File: config.mk
export PLATFORM = sky130hd
export DESIGN_NAME = dds_sweep_scheduler
export DESIGN_NICKNAME = d
export VERILOG_FILES = /design/src/rtl/dds_sweep_pkg.sv /design/src/rtl/dds_sweep_profile_regs.sv /design/src/rtl/dds_sweep_scheduler.sv
export SDC_FILE = /design/constraint.sdc
export NUM_CORES = 1
export LEC_CHECK = 0
export CORE_ASPECT_RATIO = 0.9
export CORE_UTILIZATION = 60
export CTS_BUF_LIST = sky130_fd_sc_hd__clkbuf_4 sky130_fd_sc_hd__clkbuf_8
export DETAILED_ROUTE_END_ITERATION = 12
export PLACE_DENSITY = 0.75
export SYNTH_ARGS = -nofsm -noshare
export SYNTH_HDL_FRONTEND = slang
export SYNTH_SLANG_ARGS = --single-unit
File: constraint.sdc
create_clock -name i_clk -period 6.5 [get_ports i_clk]
set_clock_uncertainty 0.05 [all_clocks]
set_input_delay 1.625 -clock i_clk [delete_from_list [all_inputs] [get_ports i_clk]]
set_output_delay 1.625 -clock i_clk [all_outputs]
set_load 0.005 [all_outputs]
File: src/rtl/dds_sweep_pkg.sv
// Shared types and constants for the DDS frequency-sweep scheduler.
// Field codes select which per-profile register a configuration write targets.
package dds_sweep_pkg;

  localparam int unsigned DEF_NUM_PROFILES = 4;
  localparam int unsigned DEF_PINC_W       = 32;
  localparam int unsigned DEF_DWELL_W      = 16;

  localparam logic [1:0] FLD_START = 2'd0;
  localparam logic [1:0] FLD_STOP  = 2'd1;
  localparam logic [1:0] FLD_STEP  = 2'd2;
  localparam logic [1:0] FLD_DWELL = 2'd3;

  typedef enum logic [2:0] {
    StIdle,
    StLoad,
    StSend,
    StDwell,
    StFinish
  } state_e;

endpackage

File: src/rtl/dds_sweep_profile_regs.sv
// Register file holding start/stop/step/dwell for every sweep profile.
// One write port addressed by profile and field, one combinational read port.
module dds_sweep_profile_regs
  import dds_sweep_pkg::*;
#(
  parameter int unsigned NUM_PROFILES = DEF_NUM_PROFILES,
  parameter int unsigned PINC_W       = DEF_PINC_W,
  parameter int unsigned DWELL_W      = DEF_DWELL_W
) (
  input  logic                            i_clk,
  input  logic                            i_reset,
  input  logic                            i_we,
  input  logic [$clog2(NUM_PROFILES)-1:0] i_wr_idx,
  input  logic [1:0]                      i_field,
  input  logic [PINC_W-1:0]               i_wdata,
  input  logic [$clog2(NUM_PROFILES)-1:0] i_rd_idx,
  output logic [PINC_W-1:0]               o_start,
  output logic [PINC_W-1:0]               o_stop,
  output logic [PINC_W-1:0]               o_step,
  output logic [DWELL_W-1:0]              o_dwell
);

  logic [PINC_W-1:0]  r_start [NUM_PROFILES];
  logic [PINC_W-1:0]  r_stop  [NUM_PROFILES];
  logic [PINC_W-1:0]  r_step  [NUM_PROFILES];
  logic [DWELL_W-1:0] r_dwell [NUM_PROFILES];

  always_ff @(posedge i_clk) begin
    if (i_reset) begin
      for (int i = 0; i < NUM_PROFILES; i++) begin
        r_start[i] <= '0;
        r_stop[i]  <= '0;
        r_step[i]  <= '0;
        r_dwell[i] <= '0;
      end
    end else if (i_we) begin
      case (i_field)
        FLD_START: r_start[i_wr_idx] <= i_wdata;
        FLD_STOP:  r_stop[i_wr_idx]  <= i_wdata;
        FLD_STEP:  r_step[i_wr_idx]  <= i_wdata;
        FLD_DWELL: r_dwell[i_wr_idx] <= i_wdata[DWELL_W-1:0];
        default:   ;
      endcase
    end
  end

  assign o_start = r_start[i_rd_idx];
  assign o_stop  = r_stop[i_rd_idx];
  assign o_step  = r_step[i_rd_idx];
  assign o_dwell = r_dwell[i_rd_idx];

endmodule

File: src/rtl/dds_sweep_scheduler.sv
// Walks enabled sweep profiles round-robin and streams one phase-increment beat
// per sweep point to the DDS compiler, holding each point for its dwell time.
module dds_sweep_scheduler
  import dds_sweep_pkg::*;
#(
  parameter int unsigned NUM_PROFILES = DEF_NUM_PROFILES,
  parameter int unsigned PINC_W       = DEF_PINC_W,
  parameter int unsigned DWELL_W      = DEF_DWELL_W
) (
  input  logic                            i_clk,
  input  logic                            i_reset,
  input  logic                            i_cfg_we,
  input  logic [$clog2(NUM_PROFILES)-1:0] i_cfg_profile,
  input  logic [1:0]                      i_cfg_field,
  input  logic [PINC_W-1:0]               i_cfg_wdata,
  input  logic [NUM_PROFILES-1:0]         i_enable_mask,
  input  logic                            i_continuous,
  input  logic                            i_start,
  input  logic                            i_abort,
  output logic                            o_busy,
  output logic                            o_done,
  output logic [$clog2(NUM_PROFILES)-1:0] o_cur_profile,
  output logic                            o_m_axis_phase_tvalid,
  input  logic                            i_m_axis_phase_tready,
  output logic [PINC_W-1:0]               o_m_axis_phase_tdata,
  output logic                            o_m_axis_phase_tlast
);

  localparam int unsigned IDX_W = $clog2(NUM_PROFILES);

  state_e             r_state, w_state_nxt;
  logic [IDX_W-1:0]   r_cur, w_cur_nxt;
  logic [PINC_W-1:0]  r_freq, w_freq_nxt;
  logic [PINC_W-1:0]  r_stop, r_step;
  logic [DWELL_W-1:0] r_dwell;
  logic [DWELL_W-1:0] r_cnt, w_cnt_nxt;
  logic               r_done, w_done_nxt;
  logic               r_abort, w_abort_nxt;

  logic [PINC_W-1:0]  w_rd_start, w_rd_stop, w_rd_step;
  logic [DWELL_W-1:0] w_rd_dwell;

  logic [PINC_W:0]    w_sum;
  logic               w_last;
  logic               w_abort_req;
  logic               w_hs;

  logic               w_low_found, w_up_found;
  logic [IDX_W-1:0]   w_low_idx, w_up_idx;

  state_e             w_adv_state;
  logic [IDX_W-1:0]   w_adv_cur;
  logic [PINC_W-1:0]  w_adv_freq;

  dds_sweep_profile_regs #(
    .NUM_PROFILES (NUM_PROFILES),
    .PINC_W       (PINC_W),
    .DWELL_W      (DWELL_W)
  ) u_profile_regs (
    .i_clk    (i_clk),
    .i_reset  (i_reset),
    .i_we     (i_cfg_we),
    .i_wr_idx (i_cfg_profile),
    .i_field  (i_cfg_field),
    .i_wdata  (i_cfg_wdata),
    .i_rd_idx (r_cur),
    .o_start  (w_rd_start),
    .o_stop   (w_rd_stop),
    .o_step   (w_rd_step),
    .o_dwell  (w_rd_dwell)
  );

  // Descending scan so the lowest qualifying index is the one left standing.
  always_comb begin
    w_low_found = 1'b0;
    w_low_idx   = '0;
    w_up_found  = 1'b0;
    w_up_idx    = '0;
    for (int i = NUM_PROFILES - 1; i >= 0; i--) begin
      if (i_enable_mask[i]) begin
        w_low_found = 1'b1;
        w_low_idx   = IDX_W'(i);
        if (i > int'(r_cur)) begin
          w_up_found = 1'b1;
          w_up_idx   = IDX_W'(i);
        end
      end
    end
  end

  // One extra bit catches wrap past the top of the phase-increment range.
  assign w_sum  = {1'b0, r_freq} + {1'b0, r_step};
  assign w_last = (r_step == '0) | w_sum[PINC_W] | (w_sum[PINC_W-1:0] > r_stop);

  assign w_abort_req = i_abort | r_abort;
  assign w_hs        = (r_state == StSend) & i_m_axis_phase_tready;

  always_comb begin
    w_adv_state = StFinish;
    w_adv_cur   = r_cur;
    w_adv_freq  = r_freq;
    if (!w_last) begin
      w_adv_state = StSend;
      w_adv_freq  = w_sum[PINC_W-1:0];
    end else if (w_up_found) begin
      w_adv_state = StLoad;
      w_adv_cur   = w_up_idx;
    end else if (i_continuous && w_low_found) begin
      w_adv_state = StLoad;
      w_adv_cur   = w_low_idx;
    end
  end

  always_comb begin
    w_state_nxt = r_state;
    w_cur_nxt   = r_cur;
    w_freq_nxt  = r_freq;
    w_cnt_nxt   = r_cnt;
    w_done_nxt  = 1'b0;
    w_abort_nxt = r_abort | i_abort;
    case (r_state)
      StIdle: begin
        if (i_start && !i_abort) begin
          if (w_low_found) begin
            w_state_nxt = StLoad;
            w_cur_nxt   = w_low_idx;
          end else begin
            w_done_nxt = 1'b1;
          end
        end
      end
      StLoad: begin
        if (w_abort_req) begin
          w_state_nxt = StIdle;
          w_done_nxt  = 1'b1;
        end else begin
          w_state_nxt = StSend;
          w_freq_nxt  = w_rd_start;
        end
      end
      StSend: begin
        // An abort never withdraws a presented beat; it waits for the handshake.
        if (w_hs) begin
          if (w_abort_req) begin
            w_state_nxt = StIdle;
            w_done_nxt  = 1'b1;
          end else if (r_dwell != '0) begin
            w_state_nxt = StDwell;
            w_cnt_nxt   = r_dwell;
          end else begin
            w_state_nxt = w_adv_state;
            w_cur_nxt   = w_adv_cur;
            w_freq_nxt  = w_adv_freq;
          end
        end
      end
      StDwell: begin
        if (w_abort_req) begin
          w_state_nxt = StIdle;
          w_done_nxt  = 1'b1;
        end else if (r_cnt <= DWELL_W'(1)) begin
          w_state_nxt = w_adv_state;
          w_cur_nxt   = w_adv_cur;
          w_freq_nxt  = w_adv_freq;
        end else begin
          w_cnt_nxt = r_cnt - DWELL_W'(1);
        end
      end
      StFinish: w_state_nxt = StIdle;
      default:  w_state_nxt = StIdle;
    endcase
    if (w_state_nxt == StIdle) begin
      w_abort_nxt = 1'b0;
    end
  end

  always_ff @(posedge i_clk) begin
    if (i_reset) begin
      r_state <= StIdle;
      r_cur   <= '0;
      r_freq  <= '0;
      r_cnt   <= '0;
      r_done  <= 1'b0;
      r_abort <= 1'b0;
      r_stop  <= '0;
      r_step  <= '0;
      r_dwell <= '0;
    end else begin
      r_state <= w_state_nxt;
      r_cur   <= w_cur_nxt;
      r_freq  <= w_freq_nxt;
      r_cnt   <= w_cnt_nxt;
      r_done  <= w_done_nxt;
      r_abort <= w_abort_nxt;
      if (r_state == StLoad) begin
        r_stop  <= w_rd_stop;
        r_step  <= w_rd_step;
        r_dwell <= w_rd_dwell;
      end
    end
  end

  assign o_busy                = (r_state != StIdle);
  assign o_done                = (r_state == StFinish) | r_done;
  assign o_cur_profile         = r_cur;
  assign o_m_axis_phase_tvalid = (r_state == StSend);
  assign o_m_axis_phase_tdata  = (r_state == StSend) ? r_freq : '0;
  assign o_m_axis_phase_tlast  = (r_state == StSend) & w_last;

endmodule

Word level (Yosys, flattened, before mapping)
Memories as Yosys holds them, arrays and structs flattened. A register that Yosys moved wholly into a read port is not among the register bits.
Cells that the tools add are included.
{"block": "totals", "elab_cells": 156, "out_inout_bits": 38, "regBits": 55, "inputBits": 47, "mem_bits_rw": 448, "memories": 4}
{"memory": "u_profile_regs.r_start", "depth": 4, "width": 32, "rd": 1, "rd_clocked_by_memory_dff": 1, "write_ports": 4, "line": "dds_sweep_profile_regs.sv:23", "source": "logic [PINC_W-1:0] r_start [NUM_PROFILES];"}
{"memory": "u_profile_regs.r_step", "depth": 4, "width": 32, "rd": 1, "rd_clocked_by_memory_dff": 1, "write_ports": 4, "line": "dds_sweep_profile_regs.sv:25", "source": "logic [PINC_W-1:0] r_step [NUM_PROFILES];"}
{"memory": "u_profile_regs.r_stop", "depth": 4, "width": 32, "rd": 1, "rd_clocked_by_memory_dff": 1, "write_ports": 4, "line": "dds_sweep_profile_regs.sv:24", "source": "logic [PINC_W-1:0] r_stop [NUM_PROFILES];"}
{"memory": "u_profile_regs.r_dwell", "depth": 4, "width": 16, "rd": 1, "rd_clocked_by_memory_dff": 1, "write_ports": 4, "line": "dds_sweep_profile_regs.sv:26", "source": "logic [DWELL_W-1:0] r_dwell [NUM_PROFILES];"}
{"block": "classes", "eq_ne": 17, "n_lt_le_gt_ge": 5, "addsub": 2, "bitwise_logic": 6, "n_reduce_logical": 21, "mux": 95}
{"operator": "two-way mux 32 bit", "count": 11}
{"operator": "two-way mux 16 bit", "count": 6}
{"operator": "one-hot mux 32 bit (3 select lines)", "count": 1}
{"operator": "OR reduction 32 bit", "count": 3}
{"operator": "two-way mux 2 bit", "count": 27}
{"operator": "two-way mux 1 bit", "count": 36}
{"operator": "adder 32 x 32 -> 33 bit", "count": 1}
{"operator": "> comparator 32 bit", "count": 1}
{"operator": "zero test 32 bit", "count": 1}
{"operator": "one-hot mux 16 bit (2 select lines)", "count": 1}
{"operator": "two-way mux 3 bit", "count": 10}
{"operator": "less-or-equal comparator 16 x 1 -> 1 bit (second input constant)", "count": 1}
{"operator": "inequality test 2 bit (second input constant)", "count": 8}
{"operator": "nonzero test 16 bit", "count": 1}
{"operator": "OR reduction 16 bit", "count": 1}
{"operator": "subtractor 16 x 1 -> 16 bit (second input constant)", "count": 1}
{"operator": "one-hot mux 3 bit (4 select lines)", "count": 1}
{"operator": "nonzero test 3 bit", "count": 3}
{"operator": "AND reduction 8 bit", "count": 1}
{"operator": "AND reduction 7 bit", "count": 1}
{"operator": "== test 3 x 2 -> 1 bit (second input constant)", "count": 2}
{"operator": "zero test 3 bit", "count": 2}
{"operator": "one-hot mux 2 bit (3 select lines)", "count": 1}
{"operator": "AND reduction 6 bit", "count": 1}
{"operator": "15 further kinds", "count": 24}

Logic depth before layout (Yosys ltp)
Gate-level depths: netlist of the first run.
{"block": "logic_depth", "ltp_word": 15, "depth_mapped": 20, "mapped_depth_nobuf": 19}

Cells and area by module
Synthesis of the first run repeated with hierarchy kept, for this count alone.
{"block": "unflattened", "cells_unflattened": 2360, "hier_area_um2": 28026.9}
{"module": "dds_sweep_profile_regs", "cells_per_inst": 1220, "area_each_um2": 19515.0, "instances": 1, "seq_area_each_um2": 13452.9}
{"module": "dds_sweep_scheduler", "cells_per_inst": 1140, "area_each_um2": 8511.9, "instances": 1, "seq_area_each_um2": 2702.6}

Worst setup path after synthesis of the first run
OpenSTA, ideal clock, no wires.
{"block": "synth_timing", "kind": "reg2out", "from": "reg r_freq[17]", "to": "out o_m_axis_phase_tlast", "n_path_buf": 0, "arrival_time_ps": 3710, "slack_ps": 1115, "required_time_ps": 4825, "path_stages_with_launch": 17, "cell_sequence": "dfxtp_1 ha_1 a21o_1 a31o_4 a311oi_4 a2bb2oi_2 nand2_2 or3_1 and2_1 ha_1 a21o_1 a21o_1 a21o_1 a211oi_1 o221ai_2 a31o_4 and2_1"}
{"block": "synth_between", "elab_chain_len": 4, "elab_cells_between_ends": 5, "cone_classes": "1 x add/sub; 1 x order compare; 3 x bitwise"}
{"element": "start, declared", "line": "dds_sweep_scheduler.sv:33", "source": "logic [PINC_W-1:0] r_freq, w_freq_nxt;"}
{"element": "start signal, assigned", "line": "dds_sweep_scheduler.sv:191", "source": "r_freq <= w_freq_nxt;"}
{"element": "adder 32 x 32 -> 33 bit *", "line": "dds_sweep_scheduler.sv:92", "source": "assign w_sum = {1'b0, r_freq} + {1'b0, r_step};"}
{"element": "> comparator 32 bit / OR 1 bit (equally long branches)", "line": "dds_sweep_scheduler.sv:93", "source": "assign w_last = (r_step == '0) | w_sum[PINC_W] | (w_sum[PINC_W-1:0] > r_stop);"}
{"element": "OR 1 bit *", "line": "dds_sweep_scheduler.sv:93"}
{"element": "AND 1 bit *", "line": "dds_sweep_scheduler.sv:208", "source": "assign o_m_axis_phase_tlast = (r_state == StSend) & w_last;"}
{"element": "end, declared", "line": "dds_sweep_scheduler.sv:26", "source": "output logic o_m_axis_phase_tlast"}
Mark *: on every way between the ends. The rest lies on a longest branch, timed or not.

Worst setup path after layout of the first run
Ends and elaborated chain as after synthesis.

==> metrics.md, run 1 <==
| Metric | Value |
|---|---|
| Post-synth top area share | `47.4%` |
| Post-DP HPWL | `approximately 47 mm` |
| Worst-Margin Slew | `around 1200 ps` |
| Fin crit period | `approximately 6300 ps` |
| Setup violators final | `0` |
| Cell count after placement | `2,906` |
| Fraction of registers with async set/reset | `0%` |
| Skew-Pair Late Insertion Delay | `730 ps` |
| Top cell type by total area after synthesis | `edfxtp_1` |
| CTS Sinks | `just under 600` |
| Core Util, Final | `between 60 and 70%` |
| Sequential area share after synthesis | `between 50% and 60%` |
| Crit path arrival time | `approximately 4700 ps` |
| Status | `complete, no violations` |
| H-tree depth | `3` |
| Starting density of the core | `60.8%` |
| I/O pins | `between 80 and 90` |
| # nets final | `approximately 2,500` |
| Post-synth EDFFs | `about 450` |
| Drt total wl | `74.1 mm` |
| Kind of critical path | `register to primary output` |
| Crit path max fanout | `7` |
| Leading post-synthesis cells by cell area | `edfxtp_1, dfxtp_1, and2_1` |
| Synth Flop Type | `edfxtp_1` |
| Max-Cap Viols | `0` |
| DR vias/cell | `between 6 and 7` |
| Final Hold Violating Endpoints | `0` |
| Hold-fix buffers, CTS | `0` |
| Die area | `roughly 48,000 µm²` |
| Hold depth | `2` |
| Hold endpoint | `r_stop[2]` |
| Worst reg2reg path startpoint | `r_freq[17]` |
| GRT Util Overall | `between 30% and 40%` |
| CP required | `around 4800 ps` |
| Yosys reg bits | `around 590` |
| Netlist cell types | `75` |
| LEAKAGE | `11.6 nW` |
| Via count | `a little under 20,000` |
| Core area | `~47,000 µm²` |
| Die Ht | `~210 µm` |
| Slew Limit Fails | `0` |
| Post-Syn Nets | `2,458` |
| Pin count of the biggest net entering global routing | `82` |
| Layout Cells excl Fill | `~3,100` |
| PortBufs | `between 80 and 90` |
| Drt wl/cell | `roughly 24 µm` |
| Share of layout cells above drive strength 1 | `18.2%` |
| Max VDD drop | `0.262 mV` |
| Worst rel slew slack | `approximately 22%` |
| Clk root buf | `clkbuf_8` |
| Max stage delay on crit path | `about 380 ps` |
| Vias in the first global route | `between 15,000 and 20,000` |
| DRT iter0 DRCs | `roughly 2,000` |
| Overflow after GRT | `0` |
| CP startpoint kind | `register` |
| Detail Route Antenna Nets | `0` |
| Final Worst Setup Slack | `approximately 160 ps` |
| CP max-delay cell | `or3_4` |
| Worst hold path type | `register to register` |
| Crit path capture type | `primary output` |
| Initial antenna violation count | `3` |
| Ys Warns | `0` |
| Synth Cell Area | `roughly 28,000 µm²` |
| Clock transition at path regs | `approximately 60 ps` |
| Worst R2R Path Depth | `19` |
| Total power | `0.0114 W` |
| Dpl ws | `between 300 and 400 ps` |
| Final GP Congestion | `a little over 0.9` |
| CTS Buf Count | `94` |
| Clk buf depth | `3` |
| Drt first pass iters | `5` |
| Cells after synthesis | `between 2,000 and 2,500` |
| Worst reg2reg endpoint | `r_freq[19]` |
| CP Launch Point | `r_freq[17]` |
| Worst path cell trace | `ha_2 > a21o_1 > a31o_4 > a311oi_4 > a2bb2oi_2 > nand2_2 > or3_4 > and2_1 > ha_1 > nand4_1 > nor3_2 > nand4_1 > nor2_2 > o221ai_4 > a31o_4 > and2_1 > buf_2` |
| PD cells | `approximately 350 nW/µm²` |
| Mean Syn Cell Area | `between 10 and 15 µm²` |
| Row count | `75` |
| Area growth, synth to finish | `13.4%` |
| Die Span X | `around 230 µm` |
| Period utilization | `between 90% and 100%` |
| Hold wc startpoint | `r_stop[2]` |
| First-pass GRT wire length | `roughly 110 mm` |
| Post-route DRC | `0` |
| Most common cell in the synthesized netlist | `edfxtp_1` |
| Reg2Reg Setup Slack | `1400 ps` |
| Fmax | `0.158 GHz` |
| CTS tree | `yes` |
| Most common library cells after synthesis | `edfxtp_1, and2_1, nand2_1` |
-- flip-flops by register name, indices dropped and copies added, names as in the netlist, named ones only --
signal                  count
u_profile_regs.r_step     128
u_profile_regs.r_dwell     64
r_state                     3
r_freq                     32
r_cnt                      16
r_dwell                    16
r_stop                     32
r_step                     32
u_profile_regs.r_stop     128
r_abort                     1
u_profile_regs.r_start    128
r_done                      1
o_cur_profile               2
-- cell families (layout without fill, tap and decap cells) --
group | count (synthesis) | after routing | synth area share (%)
XOR/XNOR | 27 | 27 | 0.834
multiplexers | 115 | 115 | 9.00
buffers and inverters | 231 | 378 | 3.24
AO/OA/AOI/OAI | 377 | 377 | 8.97
adder cells (fa/ha/maj) | 67 | 67 | 2.98
other | 0 | 1 | 0
flip-flops | 585 | 585 | 57.1
AND/OR/NAND/NOR | 942 | 942 | 17.9
-- critical path: cells and delay by family, from the launching register on --
kind,cells,cell delay [ps]
AO/OA/AOI/OAI,6,1340
adder cells (fa/ha/maj),2,580
buffers and inverters,1,120
flip-flops,1,350
AND/OR/NAND/NOR,8,1550
-- placed cells by master (no fill, tap or decap), types with 18 or more instances in the layout --
master,Yosys,final
a311oi_1,19,18
inv_1,51,50
mux4_2,112,112
dfxtp_1,137,125
nand3_1,26,26
clkbuf_4,0,49
ha_1,66,56
nand2_1,259,257
a21oi_1,168,161
clkbuf_8,0,106
and3_1,73,72
and2_1,424,423
a21o_1,21,21
nor2_1,59,56
o21ai_0,50,44
clkdlybuf4s50_1,0,82
buf_4,0,68
edfxtp_1,448,448
-- worst max-delay path by stage --
stage,slack [ps],to,depth (start not counted)
final,160,o_m_axis_phase_tlast,17
after global routing,-30,o_m_axis_phase_tlast,19
after CTS,2,o_m_axis_phase_tlast,17
after detailed placement,310,o_m_axis_phase_tlast,18
after global placement,340,o_m_axis_phase_tlast,18
after floorplan,1120,o_m_axis_phase_tlast,16
-- routing by layer --
metal	GRT usage (%)	up-vias	share of wire (%)
met5	0	-	0
met4	7.70	0	1.8
met3	7.04	95	9.7
met2	45.1	853	44
met1	48.4	9707	44
li1	-	8674	-
-- power by group --
group / total (W) / leakage [nW] / switching (W) / internal (W)
Sequential: 0.00464 / 5.40 / 0.000250 / 0.00439
Combinational: 0.00341 / 5.12 / 0.00201 / 0.00140
Clock: 0.00334 / 1.08 / 0.00151 / 0.00183
Total: 0.0114 / 11.6 / 0.00377 / 0.00762
-- area by class of cell --
type | count | area [µm²]
tap | 616 | 771
sequential | 585 | 16200
antenna | 1 | 2.50
timing repair buffer | 151 | 1340
inverter | 51 | 191
fill | 3275 | 14500
clock buffer | 155 | 1830
multi-input combinational | 1528 | 11600
clock inverter | 21 | 189
-- timing repair --
| action | 4_1_cts | 5_1_grt |
|---|---|---|
| setup buffers | 18 | 7 |
| endpoints found under the setup margin | 1 | 1 |
| pin swaps | 21 | 25 |
| gates resized for setup | 32 | 43 |
-- stage by stage --
stage	instance area, µm²	hold slack [ps]	setup TNS, ps
floorplan	28400	386	0
global placement	29600	395	0
detailed placement	29600	399	0
CTS	31900	407	0
global route	32200	430	-29.5
finish	32200	411	0
No activity file was read; power rests on OpenSTA's default activity.
==> run 2: changes to the inputs <==
--- a/config.mk
+++ b/config.mk
@@ -9,7 +9,8 @@
 export CORE_UTILIZATION = 60
 export CTS_BUF_LIST = sky130_fd_sc_hd__clkbuf_4 sky130_fd_sc_hd__clkbuf_8
 export DETAILED_ROUTE_END_ITERATION = 12
-export PLACE_DENSITY = 0.75
+export PLACE_DENSITY = 0.78
+export REMOVE_ABC_BUFFERS = 1
 export SYNTH_ARGS = -nofsm -noshare
 export SYNTH_HDL_FRONTEND = slang
 export SYNTH_SLANG_ARGS = --single-unit
==> run 2 against run 1 <==
Net effect: die area stayed put; first-iteration DRC count is 20% higher; worst setup slack better by 22 ps; via count is 2.0% higher; sequential power hardly changed; cell count hardly changed; power is 0.98% lower; largest power group unchanged.
==> metrics.md, run 2 (synthesized netlist as in run 1, its figures left out) <==
| Metric | Value |
|---|---|
| Clock share of power | `29.0% (-0.3 points)` |
| First-pass GRT wire length | `117 mm (+3.4%)` |
| CP required | `4830 ps (about the same)` |
| CTS tree | `yes` |
| LEAKAGE | `11.6 nW (-0.31%)` |
| Area growth, synth to finish | `13.3%` |
| Worst reg2reg path startpoint | `r_step[3]` |
| Max-Cap Viols | `0 (unchanged)` |
| CP most frequent cell | `buf_4` |
| Hold endpoint | `r_stop[12]` |
| Period utilization | `97.3% (-0.34 points)` |
| Net Sw Power | `0.00374 W (-0.80%)` |
| Setup violators final | `0 (unchanged)` |
| Fin crit period | `6320 ps (-22.1 ps)` |
| Detail Route Antenna Nets | `0 (unchanged)` |
| Reg2Reg Setup Slack | `1380 ps (-20 ps)` |
| Sw frac | `33.1% (+0.060 points)` |
| DRT iter0 DRCs | `2,398 (+20%)` |
| Drt total wl | `78.3 mm (+5.7%)` |
| Via count | `19,700 (+2.0%)` |
| Worst reg2reg endpoint | `r_freq[3]` |
| Final Hold Violating Endpoints | `0 (unchanged)` |
| Commonest non-fill, non-tap cell in the layout | `edfxtp_1` |
| Die area | `48,100 µm² (unchanged)` |
| DR vias/cell | `6.35 (+2.1%)` |
| Crit path arrival time | `4650 ps (-20 ps)` |
| Overflow after GRT | `0 (unchanged)` |
| Die Ht | `208 µm (unchanged)` |
| H-tree depth | `3 (unchanged)` |
| Clk root buf | `clkbuf_8` |
| Share of layout cells above drive strength 1 | `17.8% (-0.39 points)` |
| Max VDD drop | `0.270 mV (+3.2%)` |
| PD cells | `351 nW/µm² (-0.84%)` |
| Worst rel slew slack | `18.6% (-3.6 points)` |
| Commonest non-fill, non-tap cells in the layout | `edfxtp_1, and2_1, nand2_1` |
| I/O pins | `85 (unchanged)` |
| CTS Sinks | `585 (unchanged)` |
| Kind of critical path | `register to primary output` |
| Hold wc startpoint | `r_stop[12]` |
| Crit path max fanout | `5 (-2)` |
| Max stage delay on crit path | `450 ps (+70 ps)` |
| Int Pwr | `0.00754 W (-1.1%)` |
| Clk buf depth | `3 (unchanged)` |
| CTS Buf Count | `93 (-1.1%)` |
| Layout Cells excl Fill | `3,105 (-0.097%)` |
| Post-route DRC | `0 (unchanged)` |
| Diodes inserted | `0 (-1)` |
| Cell count after placement | `2,910 (+0.14%)` |
| Drt wl/cell | `25.2 µm (+5.8%)` |
| Core area | `46,600 µm² (unchanged)` |
| Status | `complete, no violations` |
| CP max-delay cell | `o41a_1` |
| Combinational power share | `29.8% (about the same)` |
| GRT Util Overall | `32.8% (+1.5 points)` |
| Vias in the first global route | `19,200 (+2.4%)` |
| Hold depth | `2 (unchanged)` |
| Final GP Congestion | `0.947 (+3.6%)` |
| Worst hold path type | `register to register` |
| Starting density of the core | `60.8% (unchanged)` |
| Die Span X | `231 µm (unchanged)` |
| Drt first pass iters | `5 (unchanged)` |
| Slew Limit Fails | `0 (unchanged)` |
| Worst path cell trace | `ha_4 > o211ai_1 > a21oi_4 > o41a_1 > o211ai_1 > buf_4 > buf_4 > nand2_1 > xor2_2 > ha_1 > nand3_1 > nor3_2 > buf_4 > buf_4 > a211oi_2 > o221ai_2 > a31o_4 > and2_1 > clkbuf_2` |
| Worst R2R Path Depth | `21 (+2)` |
| Initial antenna violation count | `1 (-2)` |
| Crit path capture type | `primary output` |
| # nets final | `2,528 (+0.12%)` |
| Row count | `75 (unchanged)` |
| Core Util, Final | `68.9% (-0.099 points)` |
| Fmax | `0.158 GHz (+0.35%)` |
| CP startpoint kind | `register` |
| Setup tns final | `0 ps (unchanged)` |
| Clock transition at path regs | `60 ps (about the same)` |
| Sequential Power Share | `41.3% (+0.6 points)` |
| Post-DP HPWL | `48.9 mm (+4.4%)` |
| Worst-Margin Slew | `1220 ps (+58.5 ps)` |
| PortBufs | `84 (unchanged)` |
| Skew-Pair Late Insertion Delay | `690 ps (-40 ps)` |
| Largest registers | `u_profile_regs.r_start: 128 flops, u_profile_regs.r_step: 128 flops, u_profile_regs.r_stop: 128 flops` |
| Pin count of the biggest net entering global routing | `81 (-1.2%)` |
run 2: changes by cell type in the layout (fill, tap and decap cells not counted), sizes merged:
cell and delta:
bufinv +1, clkbuf -8, clkinv +1, diode -1, clkinvlp +1, buf +3
run 2: layout make-up:
cell class	count	area, µm²
clock buffer	146	1750
tap	616	771
inverter	51	191
clock inverter	24	184
timing repair buffer	155	1400
multi-input combinational	1528	11600
sequential	585	16200
fill	3262	14500
run 2: per-stage QoR:
| stage | power, W | hold slack [ps] | setup slack (ps) | area (µm²) |
|---|---|---|---|---|
| after floorplan | 0.00669 | 380 | 983 | 27600 |
| after global placement | 0.00770 | 394 | 305 | 29700 |
| after detailed placement | 0.00777 | 398 | 241 | 29700 |
| after CTS | 0.0112 | 406 | 7.24 | 32000 |
| after global routing | 0.0117 | 428 | -16.6 | 32100 |
| final | 0.0113 | 408 | 178 | 32100 |
run 2: per-layer routing:
metal / share of wire, % / global-route usage [%] / vias up
li1: - / - / 8683
met1: 40 / 47.2 / 9739
met2: 46 / 49.5 / 1158
met3: 12 / 8.92 / 139
met4: 2.2 / 9.00 / 2
met5: 0.015 / 0 / -
run 2: how the worst max path moves through the flow:
stage / from / to
2_1_floorplan: i_cfg_field[0] / u_profile_regs.r_start[0][0]
3_3_place_gp: r_step[0] / o_m_axis_phase_tlast
3_5_place_dp: r_freq[22] / o_m_axis_phase_tlast
4_1_cts: r_step[15] / o_m_axis_phase_tlast
5_1_grt: r_step[3] / o_m_axis_phase_tlast
6_report: r_step[3] / o_m_axis_phase_tlast
run 2: worst max-delay path: cells and delay by family (launching register included):
family	cells	cell delay, ps
flops	1	390
compound gates	7	1800
fa+ha+maj	2	530
xor+xnor	1	180
buf+inv	5	620
simple gates	4	430
run 2: power groups by stage:
stage | registers, W | logic, W | clock network [W]
after floorplan | 0.00471 | 0.00198 | 0
after detailed placement | 0.00471 | 0.00306 | 0
after global routing | 0.00469 | 0.00358 | 0.00344
final | 0.00466 | 0.00336 | 0.00327
after global placement | 0.00468 | 0.00302 | 0
after CTS | 0.00464 | 0.00326 | 0.00329
run 2: repair_timing:
item,CTS,global route
pin swaps,26,14
cloned,0,0
setup endpoints to repair,1,1
hold buffers,0,0
resized for setup,42,14
buffers inserted,20,5
